[config.mk]
export PLATFORM = sky130hd
export DESIGN_NAME = md_seq_ctrl
export DESIGN_NICKNAME = d
export VERILOG_FILES = /design/src/rtl/md_seq_ctrl.sv
export SDC_FILE = /design/constraint.sdc
export NUM_CORES = 1
export LEC_CHECK = 0
export ABC_AREA = 1
export CORE_MARGIN = 10
export CORE_UTILIZATION = 44
export CTS_CLUSTER_SIZE = 8
export DETAILED_ROUTE_END_ITERATION = 10
export PLACE_DENSITY = 0.9
export SKIP_LAST_GASP = 1
export SLEW_MARGIN = 20
export SYNTH_ARGS = -nofsm -noshare
export SYNTH_HDL_FRONTEND = slang
export SYNTH_SLANG_ARGS = --single-unit
export TNS_END_PERCENT = 20
[constraint.sdc]
create_clock -name clk -period 2.52 [get_ports clk]
set_clock_uncertainty 0.1 [all_clocks]
set_input_delay 0.756 -clock clk [delete_from_list [all_inputs] [get_ports clk]]
set_output_delay 0.756 -clock clk [all_outputs]
set_load 0.005 [all_outputs]
[src/rtl/md_seq_ctrl.sv]
// md_seq_ctrl -- EX-stage sequencing controller for the M-extension unit.
//
// Recognises MUL/DIV/REM opcodes in EX and freezes the front of the pipe
// while the fixed-latency multiplier or the iterative divider is working.
// It pulses the divider start and resolves the RISC-V divide-by-zero and
// signed-overflow results locally, without using the divider. The final
// result is latched and presented for exactly one cycle.
//
// Ports:
//   clk, rst_n        clock, asynchronous active-low reset
//   ex_valid, flush   EX holds a valid instruction / kill the in-flight op
//   IDEX_AluOp        EX opcode
//   s1, s2            EX operands (stable while md_stall=1)
//   alu_m_data        M-unit result selected by the datapath
//   div_done          divider finished (1-cycle pulse)
//   div_start         divider start (registered 1-cycle pulse)
//   div_kill          divider abort (registered 1-cycle pulse)
//   md_stall          freeze IF/ID/EX
//   md_busy           controller is not idle
//   md_result         latched final result
//   md_result_valid   md_result is valid this cycle

`ifndef ALU_OP_WIDTH
`define ALU_OP_WIDTH 5
`define ALU_MUL    10
`define ALU_MULH   11
`define ALU_MULHSU 12
`define ALU_MULHU  13
`define ALU_DIV    14
`define ALU_DIVU   15
`define ALU_REM    16
`define ALU_REMU   17
`endif

module md_seq_ctrl #(
    parameter int DATA_WIDTH   = 32,
    parameter int ALU_OP_WIDTH = `ALU_OP_WIDTH,
    parameter int MUL_LAT      = 2
) (
    input  logic                    clk,
    input  logic                    rst_n,
    input  logic                    ex_valid,
    input  logic                    flush,
    input  logic [ALU_OP_WIDTH-1:0] IDEX_AluOp,
    input  logic [DATA_WIDTH-1:0]   s1,
    input  logic [DATA_WIDTH-1:0]   s2,
    input  logic [DATA_WIDTH-1:0]   alu_m_data,
    input  logic                    div_done,
    output logic                    div_start,
    output logic                    div_kill,
    output logic                    md_stall,
    output logic                    md_busy,
    output logic [DATA_WIDTH-1:0]   md_result,
    output logic                    md_result_valid
);

    localparam int CNT_W = (MUL_LAT > 1) ? $clog2(MUL_LAT) : 1;
    localparam logic [DATA_WIDTH-1:0] SMIN = {1'b1, {(DATA_WIDTH-1){1'b0}}};

    typedef enum logic [2:0] {
        IDLE     = 3'd0,
        MUL_WAIT = 3'd1,
        DIV_WAIT = 3'd2,
        SPECIAL  = 3'd3,
        DONE     = 3'd4
    } state_t;

    state_t                  state, state_d;
    logic [CNT_W-1:0]        cnt;
    logic [ALU_OP_WIDTH-1:0] op_q;
    logic [DATA_WIDTH-1:0]   s1_q;
    logic                    dz_q;      // special case is divide-by-zero (else overflow)

    logic                    is_mul, is_div, is_sdiv, s2_zero, s_ovf, accept;
    logic                    rem_q, latch, start_d, kill_d, stall_c;
    logic [DATA_WIDTH-1:0]   result_d, special_val;

    // Opcode decode of the instruction currently in EX
    always_comb begin
        is_mul  = (IDEX_AluOp == ALU_OP_WIDTH'(`ALU_MUL))    ||
                  (IDEX_AluOp == ALU_OP_WIDTH'(`ALU_MULH))   ||
                  (IDEX_AluOp == ALU_OP_WIDTH'(`ALU_MULHSU)) ||
                  (IDEX_AluOp == ALU_OP_WIDTH'(`ALU_MULHU));
        is_sdiv = (IDEX_AluOp == ALU_OP_WIDTH'(`ALU_DIV))    ||
                  (IDEX_AluOp == ALU_OP_WIDTH'(`ALU_REM));
        is_div  = is_sdiv ||
                  (IDEX_AluOp == ALU_OP_WIDTH'(`ALU_DIVU))   ||
                  (IDEX_AluOp == ALU_OP_WIDTH'(`ALU_REMU));
        s2_zero = (s2 == '0);
        // Only the signed forms can overflow
        s_ovf   = is_sdiv && (s1 == SMIN) && (s2 == '1);
        accept  = (state == IDLE) && ex_valid && !flush && (is_mul || is_div);
    end

    // Special results: div-by-zero gives all-ones / dividend,
    // signed overflow gives MIN / zero.
    assign rem_q = (op_q == ALU_OP_WIDTH'(`ALU_REM)) || (op_q == ALU_OP_WIDTH'(`ALU_REMU));
    assign special_val = dz_q ? (rem_q ? s1_q : '1) : (rem_q ? '0 : SMIN);

    always_comb begin
        state_d  = state;
        stall_c  = 1'b0;
        latch    = 1'b0;
        result_d = md_result;
        start_d  = 1'b0;
        kill_d   = 1'b0;
        case (state)
            IDLE: begin
                if (accept) begin
                    stall_c = 1'b1;
                    if (is_mul) begin
                        state_d = MUL_WAIT;
                    end else if (s2_zero || s_ovf) begin
                        state_d = SPECIAL;
                    end else begin
                        state_d = DIV_WAIT;
                        start_d = 1'b1;
                    end
                end
            end
            MUL_WAIT: begin
                stall_c = 1'b1;
                if (flush) begin
                    state_d = IDLE;
                end else if (cnt == '0) begin
                    latch    = 1'b1;
                    result_d = alu_m_data;
                    state_d  = DONE;
                end
            end
            DIV_WAIT: begin
                stall_c = 1'b1;
                if (flush) begin
                    state_d = IDLE;
                    kill_d  = 1'b1;
                end else if (div_done && !div_start) begin
                    // A done seen alongside start belongs to a previous divide
                    latch    = 1'b1;
                    result_d = alu_m_data;
                    state_d  = DONE;
                end
            end
            SPECIAL: begin
                stall_c = 1'b1;
                if (flush) begin
                    state_d = IDLE;
                end else begin
                    latch    = 1'b1;
                    result_d = special_val;
                    state_d  = DONE;
                end
            end
            DONE:    state_d = IDLE;
            default: state_d = IDLE;
        endcase
        if (flush) stall_c = 1'b0;
    end

    // Held low while in reset so every output reads 0 during reset
    assign md_stall        = stall_c && rst_n;
    assign md_busy         = (state != IDLE);
    assign md_result_valid = (state == DONE) && !flush;

    always_ff @(posedge clk or negedge rst_n) begin
        if (!rst_n) begin
            state     <= IDLE;
            cnt       <= '0;
            op_q      <= '0;
            s1_q      <= '0;
            dz_q      <= 1'b0;
            md_result <= '0;
            div_start <= 1'b0;
            div_kill  <= 1'b0;
        end else begin
            state     <= state_d;
            div_start <= start_d;
            div_kill  <= kill_d;
            if (accept) begin
                op_q <= IDEX_AluOp;
                s1_q <= s1;
                dz_q <= s2_zero;
                if (is_mul) cnt <= CNT_W'(MUL_LAT - 1);
            end else if (state == MUL_WAIT && cnt != '0) begin
                cnt <= cnt - 1'b1;
            end
            if (latch) md_result <= result_d;
        end
    end

endmodule

==> results of run 1 <==
## sequential cells by signal (all words and copies together), names as in the netlist
| signal | flops |
|---|---|
| div_start | 1 |
| dz_q | 1 |
| s1_q | 32 |
| cnt | 1 |
| state | 3 |
| md_result | 32 |
| div_kill | 1 |
| op_q | 4 |
## metal layers
layer / up-vias / share of wire [%] / routed length, um
met3: 32 / 7.7 / 884
li1: 1872 / - / -
met4: 2 / 3.8 / 439
met1: 1752 / 39 / 4450
met2: 151 / 50 / 5700
met5: - / 0.061 / 7
## worst min-delay path by stage
stage | endpoint | slack, ns | cells past startpoint
after global routing | s1_q[25] | 0.40 | 2
final | s1_q[5] | 0.38 | 2
after floorplan | op_q[3] | 0.34 | 2
after detailed placement | s1_q[5] | 0.36 | 2
after global placement | op_q[3] | 0.36 | 2
after CTS | s1_q[5] | 0.38 | 2
## area by class of cell
type	count	area, um^2
clock buffers	11	141
clock inverters	4	75.1
fillers	668	2640
inverters	21	78.8
multi-input cells	355	1600
flip-flops and latches	75	1880
well taps	105	131
repair buffers	166	1600
## cells by family (layout without fill, tap and decap cells)
family	count (synthesis)	after routing	synth area share, %
AOI/OAI and AO/OA	104	104	15.7
buffers and inverters	48	202	6.05
and+or+nand+nor	251	251	26.9
DFF	75	75	51.3
## power groups by stage
| stage | clock [uW] | sequential [uW] | combinational [uW] |
|---|---|---|---|
| after floorplan | 0 | 1740 | 388 |
| after global placement | 0 | 1720 | 1090 |
| after detailed placement | 0 | 1740 | 1130 |
| after CTS | 1020 | 1720 | 1140 |
| after global routing | 1070 | 1760 | 1250 |
| final | 1010 | 1720 | 1130 |
## cell usage in the layout (no fill, tap or decap), types with 2 or more instances in the layout
cell type          n
inv_1             15
clkinvlp_4         2
o21ai_1            5
bufinv_16          2
clkdlybuf4s50_1  133
dfrtp_1           75
nand4_1            6
nand2_1          142
nand2_2            3
nand3_1            5
buf_12             2
clkbuf_8          10
a31oi_1           32
o21ai_0           62
buf_2              4
buf_4             23
nor2_2             3
inv_2              6
nor2_1            86
dlygate4sd2_1      2
## stage by stage
stage	hold slack [ns]	power, uW
global route	0.399	4090
finish	0.377	3850
detailed placement	0.360	2870
global placement	0.355	2810
CTS	0.380	3890
floorplan	0.343	2120
## what timing repair did
action                                  CTS  global route
endpoints found under the setup margin    2             1
pin swaps                                 7             3
endpoints found under the hold margin     0             0
setup buffers                             7             0
resized for setup                        30             5
## worst min-delay path, delay by kind of cell (launching register included)
kind / cells / cell delay, ns
simple gates: 2 / 0.10
flops: 1 / 0.34
==> impl_metrics.tcl, run 1 <==
set metrics [dict create \
    postSynthAreaPerCell_um2 7.65 \
    hold_buffers 0 \
    root_buffer "clkbuf_8" \
    synth_top_area_share_pct 51.3 \
    yosysSeqAreaShare_pct 51.3 \
    synth_flop_cell "dfrtp_1" \
    slew_violations 0 \
    switchingPower_uw 1050 \
    synth_seq_cells 75 \
    met1_usage_pct 19.3 \
    drive_gt1_share_pct 9.81 \
    synth_edf_count 0 \
    numCtsBuffers 9 \
    cts_sinks 75 \
    p_leak_uw 0.00247 \
    vias 3809 \
    use_met2_pct 30.9 \
    worst-setup-path-type "in -> out" \
    final_cells 737 \
    first_pass_iters 4 \
    yosysMostFrequentCell "nand2_1" \
    grt.overflow.total 0 \
    status "finished, final reports clean" \
    finalSetupViolations 0 \
    drt_iter0_markers 164 \
    clock_latency_ns 0.34 \
    critPathMaxStageDelay_ns 0.21 \
    place_ws_ns -0.671 \
    r2r-end "md_result[8]" \
    final_nets 734 \
    crit_fanout 2 \
    setup_ws_ns 0.0466 \
    start_util_pct 45.0 \
    clkTransAtPathRegs_ns 0.07 \
    coreArea_mm2 0.00813 \
    grt_busiest_layer "met2" \
    post_dp_cell_area_mm2 0.00523 \
    crit_end "md_stall" \
    intPower_uw 2800 \
    grt_pass1_wl_mm 18.5 \
    wirelength_mm 11.5 \
    period_share_pct 98.2 \
    hp-start "s1_q[5]" \
    critPathBufInv 2 \
    utilization_pct 67.6 \
    power_density_mw_per_mm2 701 \
    synthArstFlopShare_pct 100 \
    grt_antenna_before_repair 1 \
    hold_path_class "reg -> reg" \
    tritoncts "done" \
    gr-usage-met3_pct 4.71 \
    cp_top_family "simple AND/OR/NAND/NOR gates" \
    combinationalPowerShare_pct 29.2 \
    peakVddDrop_mv 0.261 \
    synth_cell_types 23 \
    hold_viol 0 \
    syn_area_mm2 0.00366 \
    h-tree-depth 3 \
    rsz0062_at_grt "no" \
    fin_tns_setup_ns 0 \
    rrSetupSlack_ns 0.44 \
    critPathRequiredTime_ns 1.66 \
    avgViaCountPerCell 5.17 \
    wl_per_cell_um 15.6 \
    worst_path_max_delay_cell "dlygate4sd2_1" \
    rows 33 \
    clock_path_buffers 2 \
    finalCriticalPeriod_ns 2.47 \
    drv_cap 0 \
    die_h_um 111 \
    die_w_um 111 \
    yosys-top-cells-count "nand2_1, nor2_1, dfrtp_1" \
    syn_nets 584 \
    cp-end-kind "primary output" \
    ant_nets 0 \
    grt_max_degree 66 \
    worstPathCellList "dlygate4sd2_1 > nand3_1 > nor2_2 > o21ai_2 > o21ai_1 > and3_1 > buf_2" \
    worst_slew_pin_slew_ns 0.600 \
    cp-startpoint "ex_valid" \
    rr_startpoint "state[0]" \
    placed_cells 715 \
    syn-instance-count 478 \
    final_area_mm2 0.00550 \
    dp.final_hpwl_mm 8.62 \
    io_pins 143 \
    cp.depth 7 \
    power.share.switching_pct 27.3 \
    insertedDiodeCount 0 \
    track_usage_pct 17.9 \
    timing.fmax_mhz 404 \
    synth_area_leaders "dfrtp_1, nand2_1, nor2_1" \
    synth_area_leader_cell "dfrtp_1" \
    startpoint_type "input port" \
    p_seq_share_pct 44.6 \
    gp_congestion 0.819 \
    io_buffers 142 \
    relSlewSlack_pct 60.0 \
    p_clk_share_pct 26.2 \
    synth_warnings 0 \
    synthToLayoutAreaGrowth_pct 50.3 \
    die_area_mm2 0.0124 \
    grt_pass1_vias 3993 \
    ff2ff_path_depth 6 \
    remaining_drc_errors 0 \
    arrival_ns 1.62 \
]
Power figures use the tool's default switching activity.
==> inputs of run 2 (changes only) <==
- CELL_PAD_IN_SITES_DETAIL_PLACEMENT: not set -> 0
- CELL_PAD_IN_SITES_GLOBAL_PLACEMENT: not set -> 1
- CORE_UTILIZATION: 44 -> 31
==> run 2 against run 1 <==
Compared with the run above:
- register-to-register slack better by 0.17 ns
- sequential power hardly changed
- cell area is 2.8% higher
- fmax is 0.15% lower
- critical path depth is 2 higher
- cell count is 5.6% higher
- critical endpoint unchanged
- die area is 34% higher
- global-route usage is 3.8 points lower
- critical path type unchanged
- highest routed layer unchanged
- clock power is 24% higher
- non-clock buffer count is 2 higher
- first-iteration DRC count is 77% higher
- flip-flop and latch count stayed put
==> impl_metrics.tcl, run 2 (same netlist as run 1, synthesis figures left out) <==
set metrics [dict create \
    ant_nets 0 \
    layout_commonest_cell "nand2_1" \
    die_area_mm2 0.0165 \
    die_h_um 129 \
    post_dp_cell_area_mm2 0.00530 \
    final_area_mm2 0.00565 \
    numCtsBuffers 9 \
    io_buffers 142 \
    rrSetupSlack_ns 0.61 \
    startpoint_type "input port" \
    cp-end-kind "primary output" \
    vias 3721 \
    track_usage_pct 14.1 \
    worst_slew_pin_slew_ns 0.600 \
    grt_pass1_wl_mm 18.9 \
    drv_cap 0 \
    drt_iter0_markers 291 \
    grt_max_degree 66 \
    slew_violations 0 \
    finalCriticalPeriod_ns 2.48 \
    power_density_mw_per_mm2 724 \
    rows 39 \
    coreArea_mm2 0.0115 \
    p_leak_uw 0.00252 \
    final_nets 736 \
    h-tree-depth 3 \
    die_w_um 129 \
    start_util_pct 31.9 \
    status "finished, final reports clean" \
    timing.fmax_mhz 404 \
    insertedDiodeCount 0 \
    critPathRequiredTime_ns 1.66 \
    arrival_ns 1.62 \
    first_pass_iters 6 \
    top_regs "md_result x32, s1_q x32, op_q x4" \
    cp-startpoint "IDEX_AluOp[1]" \
    peakVddDrop_mv 0.444 \
    root_buffer "clkbuf_16" \
    relSlewSlack_pct 60.0 \
    worst-setup-path-type "in -> out" \
    clkTransAtPathRegs_ns 0.05 \
    grt_pass1_vias 3862 \
    cts_sinks 75 \
    finalSetupViolations 0 \
    clock_path_buffers 2 \
    dp.final_hpwl_mm 8.98 \
    crit_fanout 2 \
    remaining_drc_errors 0 \
    final_cell_mix "nand2_1, clkdlybuf4s50_1, nor2_1, dfrtp_1, o21ai_0" \
    period_share_pct 98.3 \
    setup_ws_ns 0.0430 \
    utilization_pct 49.3 \
    grt.overflow.total 0 \
    clock_latency_ns 0.34 \
    gp_congestion 0.795 \
    avgViaCountPerCell 4.78 \
    fin_hold_ws_ns 0.352 \
    fin_tns_setup_ns 0 \
    rr_startpoint "state[2]" \
    wl_per_cell_um 15.2 \
    tritoncts "done" \
    io_pins 143 \
    r2r-end "md_result[1]" \
    hold_viol 0 \
    ff2ff_path_depth 7 \
    hold_path_class "in -> async" \
    place_ws_ns -0.727 \
    synthToLayoutAreaGrowth_pct 54.5 \
    drive_gt1_share_pct 9.92 \
    wirelength_mm 11.8 \
    grt_antenna_before_repair 1 \
    hold_buffers 0 \
]
run 2: how the worst max path moves through the flow:
stage          endpoint  slack [ns]
3_5_place_dp   md_stall       -0.73
5_1_grt        md_stall       -0.02
2_1_floorplan  md_stall        0.08
4_1_cts        md_stall       0.005
3_3_place_gp   md_stall       -0.68
6_report       md_stall        0.04
run 2: cell type report:
type / instances / area [um^2]
Clock buffer: 14 / 254
Clock inverter: 2 / 35.0
Fill cell: 1124 / 5810
Inverter: 21 / 78.8
Multi-Input combinational cell: 355 / 1600
Sequential cell: 75 / 1880
Tap cell: 143 / 179
Timing Repair Buffer: 168 / 1630
run 2: worst max-delay path: stages:
cell,delay [ns]
buf_6,0.10
nor2_4,0.13
inv_2,0.05
nand2_2,0.06
inv_2,0.05
o21ai_4,0.13
o21ai_1,0.07
and3_1,0.14
buf_2,0.12
run 2: routing by layer:
| metal | vias to the layer above | track usage (%) | part of all wire [%] |
|---|---|---|---|
| li1 | 1873 | - | - |
| met1 | 1686 | 16.4 | 42 |
| met2 | 140 | 23.4 | 48 |
| met3 | 20 | 4.64 | 8.4 |
| met4 | 2 | 6.02 | 2.3 |
| met5 | - | 0 | 0.17 |
run 2: power by group:
group          internal, uW  switching [uW]  total [uW]
Sequential             1550             171        1720
Clock                   793             462        1250
Combinational           677             442        1120
Total                  3020            1080        4090
run 2: metrics by stage:
| step | cells | total power (uW) |
|---|---|---|
| after detailed placement | 755 | 2870 |
| after global placement | 755 | 2830 |
| final | 778 | 4090 |
| after global routing | 778 | 4360 |
| after CTS | 778 | 4150 |
| after floorplan | 478 | 2120 |
run 2: what timing repair did:
| item | 4_1_cts | 5_1_grt |
|---|---|---|
| setup endpoints to repair | 2 | 1 |
| pin swaps | 8 | 7 |
| setup buffers | 7 | 0 |
| gates resized for setup | 33 | 6 |
